--- src/rtl/sad_pkg.sv ---
// Package sad_pkg: shared definitions for the SAD adder tree and result stages.
//   SAD_W_DEF   - default SAD width
//   sad_state_t - result-stage FSM state encoding (IDLE=0, SCAN=1, DONE=2)
package sad_pkg;

  localparam int SAD_W_DEF = 16;

  typedef enum logic [1:0] {
    ST_IDLE = 2'd0,
    ST_SCAN = 2'd1,
    ST_DONE = 2'd2
  } sad_state_t;

endpackage

--- src/rtl/sad_pos_counter.sv ---
// sad_pos_counter: raster-order (row, col) position counter for the SAD scan.
// Ports:
//   clk, rst_n  - clock (rising edge), asynchronous active-low reset
//   clear       - force position to (0,0)
//   advance     - step one position (col first, wrapping into row)
//   row, col    - current position
//   last        - current position is (FRAME_ROWS-1, FRAME_COLS-1)
module sad_pos_counter #(
  parameter int FRAME_ROWS = 4,
  parameter int FRAME_COLS = 4,
  parameter int ROW_W      = 2,
  parameter int COL_W      = 2
) (
  input  logic             clk,
  input  logic             rst_n,
  input  logic             clear,
  input  logic             advance,
  output logic [ROW_W-1:0] row,
  output logic [COL_W-1:0] col,
  output logic             last
);

  logic row_last;
  logic col_last;

  assign row_last = (row == ROW_W'(FRAME_ROWS - 1));
  assign col_last = (col == COL_W'(FRAME_COLS - 1));
  assign last     = row_last && col_last;

  always_ff @(posedge clk or negedge rst_n) begin
    if (!rst_n) begin
      row <= '0;
      col <= '0;
    end else if (clear) begin
      row <= '0;
      col <= '0;
    end else if (advance) begin
      if (col_last) begin
        col <= '0;
        row <= row_last ? '0 : row + ROW_W'(1);
      end else begin
        col <= col + COL_W'(1);
      end
    end
  end

endmodule

--- src/rtl/sad_min_tracker.sv ---
// sad_min_tracker: motion-vector result stage. Consumes one SAD per candidate
// position in raster order over a FRAME_ROWS x FRAME_COLS window, tracks the
// minimum SAD and its position, and pulses Done once the scan completes.
// Ports:
//   Clk, Reset         - clock (rising edge), asynchronous active-low reset
//   Start              - begin a scan (only honoured in IDLE)
//   SadValid, SadIn    - incoming SAD; transfer = SadValid & SadReady
//   SadReady           - high while scanning
//   Busy               - high in SCAN and DONE
//   Done               - one-cycle pulse after the final transfer
//   MinSad/MinRow/MinCol - minimum SAD and its position
// Optional feature (macro SAD_EARLY_EXIT_EN):
//   Threshold (in), EarlyExit (out) - a SAD below Threshold ends the scan early.
module sad_min_tracker
  import sad_pkg::*;
#(
  parameter int SAD_W      = SAD_W_DEF,
  parameter int FRAME_ROWS = 4,
  parameter int FRAME_COLS = 4,
  parameter int ROW_W      = 2,
  parameter int COL_W      = 2
) (
  input  logic             Clk,
  input  logic             Reset,
  input  logic             Start,
  input  logic             SadValid,
  input  logic [SAD_W-1:0] SadIn,
`ifdef SAD_EARLY_EXIT_EN
  input  logic [SAD_W-1:0] Threshold,
  output logic             EarlyExit,
`endif
  output logic             SadReady,
  output logic             Busy,
  output logic             Done,
  output logic [SAD_W-1:0] MinSad,
  output logic [ROW_W-1:0] MinRow,
  output logic [COL_W-1:0] MinCol
);

  sad_state_t       state;
  logic             first;
  logic             xfer;
  logic             better;
  logic             hit;
  logic             finish;
  logic             pos_last;
  logic [ROW_W-1:0] pos_row;
  logic [COL_W-1:0] pos_col;

  assign SadReady = (state == ST_SCAN);
  assign xfer     = SadValid && SadReady;
  // Strict compare keeps the earliest position on ties.
  assign better   = first || (SadIn < MinSad);

`ifdef SAD_EARLY_EXIT_EN
  // Any earlier SAD was >= Threshold, so a hit is always also the new minimum.
  assign hit = (SadIn < Threshold);
`else
  assign hit = 1'b0;
`endif

  assign finish = pos_last || hit;

  sad_pos_counter #(
    .FRAME_ROWS (FRAME_ROWS),
    .FRAME_COLS (FRAME_COLS),
    .ROW_W      (ROW_W),
    .COL_W      (COL_W)
  ) u_pos (
    .clk     (Clk),
    .rst_n   (Reset),
    .clear   ((state == ST_IDLE) && Start),
    .advance (xfer),
    .row     (pos_row),
    .col     (pos_col),
    .last    (pos_last)
  );

  always_ff @(posedge Clk or negedge Reset) begin
    if (!Reset) begin
      state     <= ST_IDLE;
      first     <= 1'b1;
      Busy      <= 1'b0;
      Done      <= 1'b0;
      MinSad    <= '0;
      MinRow    <= '0;
      MinCol    <= '0;
`ifdef SAD_EARLY_EXIT_EN
      EarlyExit <= 1'b0;
`endif
    end else begin
      Done <= 1'b0;
      case (state)
        ST_IDLE: begin
          if (Start) begin
            state     <= ST_SCAN;
            first     <= 1'b1;
            Busy      <= 1'b1;
`ifdef SAD_EARLY_EXIT_EN
            EarlyExit <= 1'b0;
`endif
          end
        end
        ST_SCAN: begin
          if (xfer) begin
            first <= 1'b0;
            if (better) begin
              MinSad <= SadIn;
              MinRow <= pos_row;
              MinCol <= pos_col;
            end
            if (finish) begin
              state     <= ST_DONE;
              Done      <= 1'b1;
`ifdef SAD_EARLY_EXIT_EN
              EarlyExit <= hit;
`endif
            end
          end
        end
        ST_DONE: begin
          state <= ST_IDLE;
          Busy  <= 1'b0;
        end
        default: begin
          state <= ST_IDLE;
          Busy  <= 1'b0;
        end
      endcase
    end
  end

  logic unused_hit;
  assign unused_hit = hit;

endmodule

--- config.mk ---
export PLATFORM = sky130hd
export DESIGN_NAME = sad_min_tracker
export DESIGN_NICKNAME = d
export VERILOG_FILES = /design/src/rtl/sad_pkg.sv /design/src/rtl/sad_pos_counter.sv /design/src/rtl/sad_min_tracker.sv
export SDC_FILE = /design/constraint.sdc
export NUM_CORES = 1
export LEC_CHECK = 0
export CORE_MARGIN = 2
export CORE_UTILIZATION = 40
export CTS_CLUSTER_DIAMETER = 150
export DETAILED_ROUTE_END_ITERATION = 8
export DONT_BUFFER_PORTS = 1
export GPL_ROUTABILITY_DRIVEN = 0
export PLACE_DENSITY_LB_ADDON = 0.05
export RECOVER_POWER = 25
export SKIP_CTS_REPAIR_TIMING = 1
export SLEW_MARGIN = 20
export SYNTH_ARGS = -nofsm -noshare
export SYNTH_HDL_FRONTEND = slang
export SYNTH_SLANG_ARGS = --single-unit
--- constraint.sdc ---
create_clock -name Clk -period 2.05 [get_ports Clk]
set_input_delay 0.3075 -clock Clk [delete_from_list [all_inputs] [get_ports Clk]]
set_output_delay 0.3075 -clock Clk [all_outputs]
set_load 0.01 [all_outputs]
# Word level (Yosys, flattened, before mapping)
# Index checks and enable logic that the tools add are counted.
[totals]
ff_bits = 29
input_bits = 20
out_inout_bits = 23
wordCells = 50
[classes]
add_sub_neg = 2
magnitude_cmp = 1
n_eq_ne = 6
n_mux = 18
n_bitwise = 1
n_reduce_logical = 13
[ops]
columns = ["operator", "n"]
rows = [
  ["$mux 2", 10],
  ["$lt 16x16->1", 1],
  ["$reduce_and 3->1", 3],
  ["$reduce_bool 2->1", 3],
  ["$mux 1", 5],
  ["$add 2x1->2 const B", 2],
  ["$eq 2x2->1 const B", 2],
  ["$ne 2x1->1 const B", 2],
  ["$pmux 1 s2", 2],
  ["$pmux 2 s2", 1],
  ["$reduce_and 2->1", 2],
  ["$logic_and 1x1->1", 3],
  ["$eq 2x1->1 const B", 1],
  ["$logic_not 2->1", 1],
  ["$ne 2x2->1 const B", 1],
  ["$logic_or 1x1->1", 1],
  ["$not 1->1", 1],
]

# Logic depth before layout (Yosys ltp)
# Gate-level depths: netlist of run 1.
[depth]
depth_word = 5
ltp_mapped = 8
depth_no_buf = 7

# Modules after synthesis
# Synthesis of run 1 repeated with hierarchy kept, for this count alone.
[unflattened]
cells_unflattened = 133
area_unflattened_um2 = 1615.3
[by_module_without_submodules]
columns = ["module", "n_inst", "cells_each", "area_per_inst_um2", "seq_area_each_um2"]
rows = [
  ["sad_min_tracker", 1, 115, 1400.1, 626.9],
  ["sad_pos_counter", 1, 18, 215.2, 100.1],
]

# Worst setup path before layout of run 1
# No wires, ideal clock.
[synth_path]
path_kind = "register to register"
startpoint = "register MinSad[15]"
endpoint = "register MinCol[0]"
setup_ns = 0.125
t_arrival_ns = 1.958
required_ns = 1.925
slack_ns = -0.033
path_stages_with_launch = 9
n_path_buf = 1
period_less_slack_ns = 2.083
path_cell_list = "dfrtp_1 > inv_1 > ha_1 > nand4_1 > nor3_1 > a31oi_1 > a31oi_1 > buf_6 > mux2_4"
[synth_between]
elab_chain_len = 3
[synth_lines]
columns = ["item", "line_no", "source"]
rows = [
  ["start, declared", "sad_min_tracker.sv:35", "output logic [SAD_W-1:0] MinSad,"],
  ["start signal, assigned", "sad_min_tracker.sv:108", "MinSad <= SadIn;"],
  ["$lt 16x16->1", "sad_min_tracker.sv:53", "assign better = first || (SadIn < MinSad);"],
  ["$logic_or 1x1->1", "sad_min_tracker.sv:53", ""],
  ["$reduce_and 3->1 (no source line)", "n/a", ""],
  ["end signal, assigned", "sad_min_tracker.sv:110", "MinCol <= pos_col;"],
  ["end, declared", "sad_min_tracker.sv:37", "output logic [COL_W-1:0] MinCol"],
]
# Every way passes these cells.
# A chain may end at the register's enable or synchronous reset.

# Worst setup path after layout of run 1
[layout_path]
startpoint = "register MinSad[14]"
endpoint = "register MinSad[11]"
[layout_between]
elab_chain_len = 3
[layout_lines]
columns = ["item", "line_no"]
rows = [
  ["$lt 16x16->1", "sad_min_tracker.sv:53"],
  ["$logic_or 1x1->1", "sad_min_tracker.sv:53"],
  ["$reduce_and 3->1 (no source line)", "n/a"],
]
# Every way passes these cells.

==> results_dict.tcl, run 1 <==
set metrics [dict create \
    synth_largest_area_cell "dfrtp_1" \
    track_usage 0.158 \
    hold_class "input port to flip-flop" \
    dr_total_vias 1113 \
    p_sw_w 0.00109 \
    die_h_um 67.5 \
    cts_buffer_depth 2 \
    ys_seq_elements 29 \
    synth_top_area_frac 0.434 \
    dieArea_um2 4560 \
    fin_tns_setup_ns -0.374 \
    synth_warnings 0 \
    maxSlewViolCount 0 \
    period_needed_ns 2.08 \
    syn-num-nets 179 \
    max_slew_margin 0.152 \
    cts_tree "done" \
    fin_ws_ns -0.0322 \
    syn_avg_cell_area_um2 11.4 \
    place.port_buffers 0 \
    skew_ns 0.00475 \
    yosysMostFrequentCell "dfrtp_1" \
    max_freq_ghz 0.480 \
    drt_iter0_drc 52 \
    combPwrFrac 0.518 \
    p_clk_frac 0.150 \
    synth.area.top_cells "dfrtp_1, mux2_4, ha_1" \
    rsz0062_at_grt "yes" \
    syn2layout_area_growth_pct 24.0 \
    worst_pin_slew_ns 1.27 \
    power_density_nw_per_um2 1530 \
    grt_max_degree 30 \
    holdWs_ns 0.168 \
    vdd_drop_max_uv 655 \
    timing.final.crit_share 1.02 \
    grt_overflow 0 \
    rows 23 \
    intPower_w 0.00197 \
    cts_sinks 29 \
    grt_pass1_wl_mm 5.23 \
    layout.nets 208 \
    wl_per_cell_um 14.3 \
    critPathLaunchType "flip-flop" \
    cts_root_buf "clkbuf_8" \
    setup_viol 17 \
    hpwl_mm 2.48 \
    synth.distinct_cells 22 \
    drtAntennaViolNets 0 \
    via_per_inst 5.01 \
    path_cells "inv_1 -> ha_1 -> nand4_1 -> nor3_2 -> a31oi_2 -> a31oi_4 -> buf_12 -> mux2_4" \
    synthCells 142 \
    coreArea_um2 3940 \
    fp.dieW_um 67.5 \
    drive_gt1_frac 0.337 \
    antenna_found_initial 0 \
    crit_path_end_kind "flip-flop" \
    async_flop_share 1.00 \
    swShare 0.356 \
    violations "negative setup slack" \
    pin_count 43 \
    cp_slowest_cell "dfrtp_1" \
    routed_wl_mm 3.17 \
    route.detailed.drc 0 \
    ctsHtreeMaxLevel 2 \
    synth_top_flop_cell "dfrtp_1" \
    insertedDiodeCount 0 \
    outcome "complete, but fails checks" \
    first_pass_iters 4 \
    cp_data_required_time_ns 2.22 \
    first_global_vias 1125 \
    synth_area_um2 1610 \
    p_leak_nw 1.03 \
    clkTransAtPathRegs_ns 0.07 \
    worstSetupPathType "flip-flop to flip-flop" \
    clock_latency_ns 0.28 \
    drv_cap 0 \
    hold_viol 0 \
    max_stage_delay_ns 0.34 \
    seq_power_share 0.332 \
    yosysSeqAreaShare 0.451 \
    p_total_w 0.00306 \
    ys_top_cells_by_count "dfrtp_1, inv_1, mux2_4" \
    initial_utilization 0.409 \
    synth_edf_count 0 \
    num-fill-cells 342 \
    numCtsBuffers 5 \
    critPathArrivalTime_ns 2.25 \
    worstPathMaxFanout 11 \
]
sequential cells by signal, indices dropped and copies added (netlist names):
register,count
MinSad,16
MinCol,2
MinRow,2
state,2
u_pos.col,2
u_pos.row,2
Busy,1
Done,1
first,1
worst max-delay path, delay by kind of cell (launching register included):
kind            cells  cell delay, ns
mux                 1            0.31
fa+ha+maj           1            0.28
buf+inv             2            0.24
simple gates        2            0.39
flops               1            0.34
compound gates      2            0.40
metal layers:
metal	GRT usage	routed length, µm	up-vias
met5	0	0	-
met4	0.0765	59	0
met3	0.0633	249	7
met2	0.223	1420	35
met1	0.210	1440	524
li1	-	-	547
layout by cell type (no fill, tap or decap):
master / synthesis / routed
a2111o_1: 1 / 1
a21oi_1: 10 / 10
a22o_1: 2 / 2
a22oi_1: 1 / 1
a31oi_2: 0 / 1
a31oi_4: 0 / 1
a41oi_1: 1 / 1
and3_1: 1 / 1
buf_12: 0 / 1
buf_4: 0 / 20
buf_6: 2 / 1
clkbuf_8: 0 / 5
clkinv_2: 0 / 2
clkinvlp_4: 0 / 1
dfrtp_1: 28 / 28
dfstp_2: 1 / 1
dlygate4sd3_1: 0 / 1
dlymetal6s4s_1: 0 / 1
ha_1: 17 / 15
ha_4: 0 / 2
inv_1: 20 / 19
inv_2: 0 / 1
mux2_4: 20 / 20
nand2_1: 12 / 12
nand2b_1: 1 / 1
nand3_1: 1 / 1
nand4_1: 2 / 2
nor2_1: 8 / 8
nor2b_1: 1 / 1
nor3_1: 3 / 2
nor3_2: 0 / 1
nor4_2: 0 / 1
o21ai_0: 7 / 7
final timing paths:
check	start	endpoint	slack, ns	cells past startpoint
max	MinSad[14]	MinSad[11]	-0.03	8
min	SadIn[4]	MinSad[4]	0.17	1
max reg2reg	MinSad[14]	MinSad[11]	-0.03	8
min reg2reg	first	first	0.54	2
max in group asynchronous	Reset	state[0]	0.37	2
min in group asynchronous	Reset	MinSad[0]	0.92	2
per-stage QoR:
stage | instance area (µm²) | utilization | std cells | worst slack (ns)
finish | 2000 | 0.507 | 222 | -0.0322
global route | 2000 | 0.507 | 222 | -0.139
CTS | 1930 | 0.489 | 219 | -0.162
detailed placement | 1840 | 0.467 | 211 | -0.147
global placement | 1840 | 0.467 | 211 | -0.0664
floorplan | 1620 | - | 142 | 0.0369
layout make-up:
| type | instances | area (µm²) | area share |
|---|---|---|---|
| Multi-Input combinational cell | 91 | 846 | 0.423 |
| Sequential cell | 29 | 727 | 0.363 |
| Timing Repair Buffer | 24 | 204 | 0.102 |
| Inverter | 20 | 75.1 | 0.0375 |
| Clock buffer | 5 | 68.8 | 0.0344 |
| Tap cell | 50 | 62.6 | 0.0313 |
| Clock inverter | 3 | 17.5 | 0.00876 |
power by group through the flow:
| stage | logic (W) | clock network [W] | registers (W) |
|---|---|---|---|
| 2_1_floorplan | 0.000919 | 0 | 0.00111 |
| 3_3_place_gp | 0.00149 | 0 | 0.00102 |
| 3_5_place_dp | 0.00153 | 0 | 0.00103 |
| 4_1_cts | 0.00154 | 0.000476 | 0.00102 |
| 5_1_grt | 0.00176 | 0.000500 | 0.00105 |
| 6_report | 0.00159 | 0.000458 | 0.00101 |
cells by family (layout without fill, tap and decap cells):
logic type / after synthesis / after routing / share of synthesized area
adder cells (fa/ha/maj): 17 / 17 / 0.132
flip-flops: 29 / 29 / 0.451
buffers and inverters: 22 / 52 / 0.0605
AND/OR/NAND/NOR: 30 / 30 / 0.0822
multiplexers: 20 / 20 / 0.186
AO/OA/AOI/OAI: 24 / 24 / 0.0884
No activity file was read; power rests on OpenSTA's default activity.
==> inputs of run 2 (changes only) <==
Settings changed: SETUP_SLACK_MARGIN set to 0.15.
==> run 2 against run 1 <==
The flow still finishes with violations (negative setup slack); sequential power is essentially flat; final cell count is 1.4% lower; flip-flop and latch count is the same; maximum frequency shrank 0.44%; non-clock buffer count is 3 lower; total power increased by 3.8%; register-to-register slack about the same; critical path type unchanged.
==> results_dict.tcl, run 2 (same netlist as run 1, synthesis figures left out) <==
set metrics [dict create \
    outcome "complete, but fails checks" \
    violations "negative setup slack" \
    p_leak_nw 1.03 \
    die_h_um 67.5 \
    layout.nets 205 \
    first_global_vias 1182 \
    worstSetupPathType "flip-flop to flip-flop" \
    vdd_drop_max_uv 564 \
    cts_tree "done" \
    max_freq_ghz 0.478 \
    insertedDiodeCount 0 \
    grt_overflow 0 \
    cts_root_buf "clkbuf_8" \
    hpwl_mm 2.49 \
    rsz0062_at_grt "yes" \
    drt_iter0_drc 30 \
    syn2layout_area_growth_pct 23.9 \
    fin_util 0.507 \
    ctsHtreeMaxLevel 2 \
    cts_sinks 29 \
    initial_utilization 0.409 \
    pin_count 43 \
    via_per_inst 5.01 \
    cp_data_required_time_ns 2.21 \
    clkTransAtPathRegs_ns 0.07 \
    max_slew_margin 0.110 \
    clock_latency_ns 0.28 \
    first_pass_iters 4 \
    critical_path.endpoint "MinSad[3]" \
    grt_max_degree 30 \
    worst_pin_slew_ns 1.33 \
    antenna_found_initial 0 \
    rr_startpoint "MinSad[1]" \
    routed_wl_mm 3.22 \
    regMostFlops "MinSad" \
    cts_buffer_depth 2 \
    power_density_nw_per_um2 1590 \
    r2r_end "MinSad[3]" \
    reg2regPathDepth 7 \
    numCtsBuffers 5 \
    worstPathMaxFanout 10 \
    period_needed_ns 2.09 \
    max_stage_delay_ns 0.37 \
    setup_viol 20 \
    critPathLaunchType "flip-flop" \
    rows 23 \
    drtAntennaViolNets 0 \
    path_cells "inv_1 -> ha_1 -> a2111o_1 -> a31oi_1 -> a31oi_4 -> buf_12 -> mux2_4" \
    dpl_worst_slack_ns -0.0966 \
    track_usage 0.160 \
    wl_per_cell_um 14.7 \
    path_depth 7 \
    num-fill-cells 357 \
    skew_ns 0.00578 \
    crit_start "MinSad[1]" \
    drv_cap 0 \
    timing.final.crit_share 1.02 \
    critPathArrivalTime_ns 2.25 \
    place.port_buffers 0 \
    grt_pass1_wl_mm 5.33 \
    fp.dieW_um 67.5 \
    fin_ws_ns -0.0414 \
    r2r_setup_slack_ns -0.04 \
    dr_total_vias 1097 \
    coreArea_um2 3940 \
    maxSlewViolCount 0 \
    crit_family "compound AO/OA/AOI/OAI gates" \
    final_common_cell "dfrtp_1" \
    dieArea_um2 4560 \
    hold_viol 0 \
    largest_register_ffs 16 \
    route.detailed.drc 0 \
    cp_slowest_cell "dfrtp_1" \
    cp_num_buf_inv 2 \
    drive_gt1_frac 0.302 \
    hold_class "input port to flip-flop" \
    layout_common_cells "dfrtp_1, inv_1, mux2_4" \
    crit_path_end_kind "flip-flop" \
]
==> run 2: worst min path at each step <==
stage / start / endpoint / slack, ns / cells after the start
final: SadIn[1] / MinSad[1] / 0.17 / 1
after CTS: Reset / MinSad[12] / -0.30 / 0
after detailed placement: Reset / MinSad[12] / 0.01 / 0
after global routing: SadIn[1] / MinSad[1] / 0.15 / 1
after floorplan: Reset / Busy / 0.01 / 0
after global placement: Reset / MinSad[12] / 0.01 / 0
==> run 2: per-layer routing <==
layer	share of wire	up-vias	GRT usage
li1	-	541	-
met1	0.45	518	0.196
met2	0.46	32	0.248
met3	0.071	6	0.0633
met4	0.015	0	0.0714
met5	0	-	0
==> run 2: layout make-up <==
class                           count  area [µm²]  share of cell area
Timing Repair Buffer               21         190              0.0952
Tap cell                           50        62.6              0.0313
Sequential cell                    29         727               0.364
Clock buffer                        7        86.3              0.0432
Clock inverter                      1        30.0              0.0150
Inverter                           20        75.1              0.0376
Multi-Input combinational cell     91         827               0.414
==> run 2: stage by stage <==
step / power, W / hold WS [ns] / std cells / cell area (µm²) / TNS [ns]
after floorplan: 0.00204 / 0.0119 / 142 / 1630 / 0
after global placement: 0.00252 / 0.0125 / 209 / 1850 / -0.928
after detailed placement: 0.00257 / 0.0126 / 209 / 1850 / -1.83
after CTS: 0.00321 / -0.295 / 217 / 1970 / -1.86
after global routing: 0.00343 / 0.154 / 219 / 2000 / -2.63
final: 0.00317 / 0.170 / 219 / 2000 / -0.587
==> run 2: report_power, final <==
part	internal [W]	switching (W)
Clock	0.000396	0.000219
Combinational	0.000880	0.000662
Sequential	0.000829	0.000189
Total	0.00210	0.00107
==> inputs of run 3 (changes only) <==
Settings changed: CORE_UTILIZATION 40 to 56.
==> run 3 against run 2 <==
The flow still finishes with violations (negative setup slack); sequential power barely moved; setup slack got worse by 0.0030 ns; utilization rose by 23 points; critical path type unchanged; largest power group unchanged.
==> results_dict.tcl, run 3 (same netlist as run 1, synthesis figures left out) <==
set metrics [dict create \
    drive_gt1_frac 0.372 \
    outcome "complete, but fails checks" \
    period_needed_ns 2.09 \
    via_per_inst 5.45 \
    max_freq_ghz 0.477 \
    first_pass_iters 4 \
    numCtsBuffers 5 \
    wl_per_cell_um 16.3 \
    worstPathMaxFanout 12 \
    stdcell_area_um2 2040 \
    placed_area_um2 1820 \
    track_usage 0.212 \
    insertedDiodeCount 0 \
    dieArea_um2 3330 \
    cp_data_required_time_ns 2.27 \
    wl_met2_mm 1.63 \
    dpl_worst_slack_ns -0.0525 \
    cts_sinks 29 \
    cp_slowest_cell "dfrtp_1" \
    cts_tree "done" \
    hpwl_mm 2.40 \
    setup_viol 13 \
    rows 19 \
    layout.nets 208 \
    top_layer "met4" \
    cts_root_buf "clkbuf_4" \
    initial_utilization 0.585 \
    maxSlewViolCount 0 \
    layout_common_cells "dfrtp_1, mux2_4, buf_4" \
    timing.final.crit_share 1.02 \
    violations "negative setup slack" \
    holdWs_ns 0.112 \
    first_global_vias 1120 \
    final_common_cell "dfrtp_1" \
    die_h_um 57.7 \
    crit_path_end_kind "flip-flop" \
    largest_register_ffs 16 \
    clkTransAtPathRegs_ns 0.10 \
    cts_buffer_depth 2 \
    clock_latency_ns 0.34 \
    worstSetupPathType "flip-flop to flip-flop" \
    place.port_buffers 0 \
    p_leak_nw 1.06 \
    routed_wl_mm 3.32 \
    worst_pin_slew_ns 1.28 \
    grt_overflow 0 \
    critPathArrivalTime_ns 2.31 \
    grt_max_degree 30 \
    num-fill-cells 204 \
    antenna_found_initial 0 \
    skew_ns 0.0115 \
    regMostFlops "MinSad" \
    hold_viol 0 \
    critPathLaunchType "flip-flop" \
    syn2layout_area_growth_pct 26.5 \
    grt_pass1_wl_mm 5.14 \
    path_cells "inv_2 -> ha_4 -> nand4_1 -> buf_4 -> nor3_4 -> nor4_4 -> a31oi_4 -> buf_12 -> mux2_4" \
    max_stage_delay_ns 0.38 \
    route.detailed.drc 0 \
    max_slew_margin 0.146 \
    hold_class "input port to flip-flop" \
    met1_length_mm 1.38 \
    dr_total_vias 1106 \
    met3WireLength_um 258 \
    drtAntennaViolNets 0 \
    fin_ws_ns -0.0444 \
    r2r_setup_slack_ns -0.04 \
    ctsHtreeMaxLevel 2 \
    pin_count 43 \
    vdd_drop_max_uv 1400 \
    power_density_nw_per_um2 1610 \
    coreArea_um2 2760 \
    drt_iter0_drc 18 \
    fp.dieW_um 57.7 \
    rsz0062_at_grt "yes" \
    drv_cap 0 \
]
-- run 3: cell types whose count changed in the layout (fill, tap and decap cells not counted), moves of 2 or more --
cell      change
buf_4         +3
clkbuf_4      +5
clkbuf_8      -6
ha_1          -2
ha_4          +2
inv_1         -2
inv_2         +2
nor3_4        +2
-- run 3: final timing paths --
kind,endpoint,from,depth (start not counted)
hold reg to reg,first,first,2
setup reg to reg,MinSad[14],MinSad[14],9
min in group asynchronous,MinSad[9],Reset,2
hold / removal,MinSad[10],SadIn[10],1
max in group asynchronous,MinSad[1],Reset,2
setup / recovery,MinSad[14],MinSad[14],9
-- run 3: report_power, final --
part	total, W	internal (W)	leakage, nW	switching, W
sequential	0.00103	0.000827	0.345	0.000201
clock	0.000586	0.000377	0.0552	0.000209
combinational	0.00167	0.000931	0.656	0.000736
-- run 3: per-layer routing --
metal	vias up	global-route usage
met1	517	0.259
li1	549	-
met4	0	0.0797
met5	-	0
met2	34	0.339
met3	6	0.0826
-- run 3: worst max-delay path, delay by kind of cell, from the launching register on --
kind                       cells  cell delay (ns)
buffers and inverters          3             0.45
DFF                            1             0.38
and+or+nand+nor                3             0.37
muxes                          1             0.31
AOI/OAI and AO/OA              1             0.20
adders and majority gates      1             0.26
-- run 3: layout make-up --
cell class	instances	area, µm²	share of cell area
inverter	20	75.1	0.0368
timing repair buffer	24	204	0.0999
tap	31	38.8	0.0190
sequential	29	727	0.356
clock inverter	3	65.1	0.0319
clock buffer	5	37.5	0.0184
multi-input combinational	91	893	0.438
-- run 3: per-stage QoR --
step,total power (W),util,instances,TNS [ns]
final,0.00328,0.740,203,-0.359
after global routing,0.00352,0.740,203,-2.02
after CTS,0.00315,0.699,199,-1.10
after detailed placement,0.00255,0.662,191,-0.773
after floorplan,0.00204,-,142,0
after global placement,0.00250,0.662,191,-0.669
==> RTL change 1 (config.mk and constraints of run 2) <==
`ROW_W` is set to 2 in 2 places; all go to 4.
--- a/src/rtl/sad_pos_counter.sv
+++ b/src/rtl/sad_pos_counter.sv
@@ -8,7 +8,7 @@
 module sad_pos_counter #(
   parameter int FRAME_ROWS = 4,
   parameter int FRAME_COLS = 4,
-  parameter int ROW_W      = 2,
+  parameter int ROW_W      = 4,
   parameter int COL_W      = 2
 ) (
   input  logic             clk,
--- a/src/rtl/sad_min_tracker.sv
+++ b/src/rtl/sad_min_tracker.sv
@@ -17,7 +17,7 @@
   parameter int SAD_W      = SAD_W_DEF,
   parameter int FRAME_ROWS = 4,
   parameter int FRAME_COLS = 4,
-  parameter int ROW_W      = 2,
+  parameter int ROW_W      = 4,
   parameter int COL_W      = 2
 ) (
   input  logic             Clk,
Interface: changed (resized MinRow); port bits go from 43 to 45. No check against the original RTL was run, so the function may have changed too.
==> RTL change 1 against run 2 <==
The run still ends with setup timing left; die area grew 9.6%; critical path type unchanged; sequential cell count grew 4; routed wire length grew 9.3%; synthesized area grew 10%; power grew 7.6%; worst setup slack lost 0.064 ns; final area grew 11%; non-clock buffer count grew 6.
==> RTL change 1: results (changes against run 2) <==
status: "complete, but fails checks"  # unchanged
violations: "setup timing"  # unchanged
ys_seq_area_share_pct: 46.5  # was 45.1%
grt_pass1_vias: 1216  # was 1182
critPathArrivalTime_ns: 2.32  # was 2.25 ns
cp_max_fo: 12  # was 10
ys_top_cells_by_area: "dfrtp_1, mux2_4, ha_1, inv_1, a21oi_1"  # unchanged
drt_iter0_markers: 60  # was 30
regArea_sq_um: 827  # was 727 sq um
setup_slack_ns: -0.105  # was -0.0414 ns
final_cells: 234  # was 219
synth_nets: 186  # was 179
synth-compound-area-share_pct: 7.11  # was 8.84%
dp_hpwl_mm: 2.58  # was 2.49 mm
setup_viol: 22  # was 20
max_stage_delay_ns: 0.35  # was 0.37 ns
tns_ns: -2.00  # was -0.587 ns
synth_cell_type_count: 27  # was 22
cp_top_family: "simple AND/OR/NAND/NOR gates"  # was compound AO/OA/AOI/OAI gates
yosys-top-cells-count: "dfrtp_1, mux2_4, ha_1, inv_1, a21oi_1"  # was dfrtp_1, inv_1, mux2_4, ha_1, nand2_1
vias: 1190  # was 1097
drive_gt1_share_pct: 35.7  # was 30.2%
r2r_setup_slack_ns: -0.11  # was -0.04 ns
vdd_drop_max_uv: 432  # was 564 uV
fill_cells: 392  # was 357
-- RTL change 1: changes by cell type after synthesis, moves of 2 or more --
cell,run 2,this run
a21o_1,0,2
a22o_1,2,0
a31oi_1,2,0
dfrtp_1,28,32
inv_1,20,17
mux2_2,0,2
nand2_1,12,6
nand3_1,1,4
nand3b_1,0,2
nor3_1,3,5
nor3b_1,0,2
o21ai_0,7,5
-- RTL change 1: area by class of cell --
type	count	share of cell area [%]
Multi-Input combinational cell	97	42.0
Sequential cell	33	37.1
Timing Repair Buffer	27	9.83
Clock buffer	7	3.88
Tap cell	52	2.92
Inverter	17	2.87
Clock inverter	1	1.35
-- RTL change 1: final timing paths --
| check | end | depth (start not counted) | startpoint |
|---|---|---|---|
| max | MinSad[7] | 9 | MinSad[11] |
| min | MinSad[1] | 1 | SadIn[1] |
| max reg2reg | MinSad[7] | 9 | MinSad[11] |
| min reg2reg | first | 1 | first |
| max in group asynchronous | u_pos.row[0] | 2 | Reset |
| min in group asynchronous | MinSad[9] | 2 | Reset |
-- RTL change 1: cells by family (layout without fill, tap and decap cells) --
group	after synthesis	in the layout
DFF	33	33
and+or+nand+nor	36	36
adders and majority gates	17	17
buffers and inverters	19	52
AOI/OAI and AO/OA	21	21
muxes	23	23
-- RTL change 1: power breakdown --
group / total, mW / internal (mW) / switching [mW]
Sequential: 1.10 / 0.911 / 0.189
Clock: 0.636 / 0.396 / 0.239
Combinational: 1.68 / 0.958 / 0.723
Total: 3.42 / 2.26 / 1.15
-- RTL change 1: per-layer routing --
layer | routed length (um) | up-vias | track usage, %
li1 | - | 586 | -
met1 | 1540 | 572 | 17.8
met2 | 1670 | 27 | 23.9
met3 | 268 | 5 | 7.12
met4 | 34 | 0 | 5.03
met5 | 0 | - | 0
-- RTL change 1: stage by stage --
stage / hold slack (ns) / power (mW)
final: 0.172 / 3.42
after global routing: 0.154 / 3.69
after CTS: -0.300 / 3.37
after detailed placement: 0.0127 / 2.70
after global placement: 0.0127 / 2.67
after floorplan: 0.0119 / 2.17
==> RTL change 2 (config.mk and constraints of run 2) <==
Made on the original files. The 3 states of `sad_state_t` get a one-hot encoding in 3 bits.
--- a/src/rtl/sad_pkg.sv
+++ b/src/rtl/sad_pkg.sv
@@ -5,10 +5,10 @@
 
   localparam int SAD_W_DEF = 16;
 
-  typedef enum logic [1:0] {
-    ST_IDLE = 2'd0,
-    ST_SCAN = 2'd1,
-    ST_DONE = 2'd2
+  typedef enum logic [2:0] {
+    ST_IDLE = 3'b001,
+    ST_SCAN = 3'b010,
+    ST_DONE = 3'b100
   } sad_state_t;
 
 endpackage
Formal check against the unedited RTL: no difference found for any inputs over 10 cycles, from zero or initial values and one cycle with Reset low; not proved beyond that.
==> RTL change 2 against run 2 <==
The run still ends with setup timing left; power down 13%; sequential cell count up 1; routed wire length up 4.6%; worst setup slack worse by 0.037 ns; count of clock-buffer cells in the layout down 1; sequential share of layout area up 1.2 points; synthesized area up 2.6%; final area up 0.25%; first-iteration DRC count unchanged; final cell count down 2.3%; critical path type unchanged; largest power group unchanged; highest routed layer unchanged.
==> RTL change 2: results (changes against run 2) <==
placed_cells: 204  # was 209
vias: 1063  # was 1097
grt_pass1_wl_mm: 5.42  # was 5.33 mm
yosys_warnings: 0  # unchanged
netlist_instances: 134  # was 142
clk_pin_slew_ns: 0.07  # about the same
place_area_sq_um: 1870  # was 1850 sq um
vdd_drop_max_uv: 460  # was 564 uV
synth_nets: 171  # was 179
fill_cells: 359  # was 357
pre_cts_slack_ns: -0.158  # was -0.0966 ns
setup_viol: 20  # unchanged
viasPerCell: 4.97  # was 5.01
leakage_nw: 1.05  # was 1.03 nW
clockBufferDepth: 2  # unchanged
ys_seq_area_share_pct: 45.5  # was 45.1%
avgRoutedWirePerCell_um: 15.7  # was 14.7 um
dp_hpwl_mm: 2.51  # was 2.49 mm
holdWs_ns: 0.174  # was 0.170 ns
setup_slack_ns: -0.0781  # was -0.0414 ns
drive_gt1_share_pct: 38.4  # was 30.2%
grt_max_degree: 31  # was 30
status: "complete, but fails checks"  # unchanged
dr.pass1.iters: 3  # was 4
skew_ns: 0.00736  # was 0.00578 ns
critPathArrivalTime_ns: 2.28  # was 2.25 ns
violations: "setup timing"  # unchanged
ys_top_cells_by_area: "dfrtp_1, mux2_4, ha_1, inv_1, dfstp_2"  # was dfrtp_1, mux2_4, ha_1, inv_1, a21oi_1
grt_usage_pct: 16.1  # was 16.0%
p_sw_uw: 951  # was 1.07 mW
cts_made_buffers: 5  # unchanged
## RTL change 2: path summary, 6_finish.rpt
path / start / endpoint / cells after the start
worst max-delay path: MinSad[2] / MinSad[6] / 8
worst min-delay path: SadIn[13] / MinSad[13] / 1
worst max register to register: MinSad[2] / MinSad[6] / 8
worst min register to register: state[2] / Busy / 1
max in group asynchronous: Reset / MinSad[4] / 2
min in group asynchronous: Reset / MinSad[10] / 2
## RTL change 2: critical path, stage by stage, from the launching register on
cell and delay (ns):
dfrtp_1 0.35, inv_1 0.07, ha_4 0.26, o211ai_1 0.10
a2111oi_2 0.39, o21ai_1 0.15, a21oi_4 0.21, buf_4 0.19
mux2_4 0.30
## RTL change 2: per-stage QoR
stage	utilization [%]	TNS, ns	power [mW]
6_report	50.1	-1.27	2.76
5_1_grt	50.1	-3.31	3.01
4_1_cts	48.9	-2.77	2.75
3_5_place_dp	46.8	-2.60	2.27
3_3_place_gp	46.8	-1.24	2.23
2_1_floorplan	-	-0.867	1.82
## RTL change 2: power groups by stage
stage                     clock network [mW]  registers, mW  logic (mW)
after global placement                     0          0.971        1.26
final                                  0.449          0.968        1.34
after CTS                              0.470          0.971        1.31
after detailed placement                   0          0.978        1.30
after global routing                   0.509           1.01        1.49
after floorplan                            0           1.07       0.755
## RTL change 2: cell families after synthesis
group / Yosys count / synth area share [%]
compound gates: 21 / 7.86
fa+ha+maj: 17 / 12.8
buf+inv: 20 / 5.44
simple gates: 26 / 10.2
mux: 20 / 18.1
flops: 30 / 45.5
## RTL change 2: final cells by class
| cell class | count | share of cell area (%) |
|---|---|---|
| inverter | 18 | 3.37 |
| tap | 50 | 3.12 |
| clock inverter | 2 | 0.500 |
| clock buffer | 6 | 3.62 |
| timing repair buffer | 24 | 9.74 |
| sequential | 30 | 37.6 |
| multi-input combinational | 84 | 42.0 |
## RTL change 2: routing by layer
layer / wire length (um) / global-route usage, %
met3: 213 / 5.59
met5: 0 / 0
met2: 1660 / 24.5
met1: 1460 / 21.5
met4: 25 / 5.25
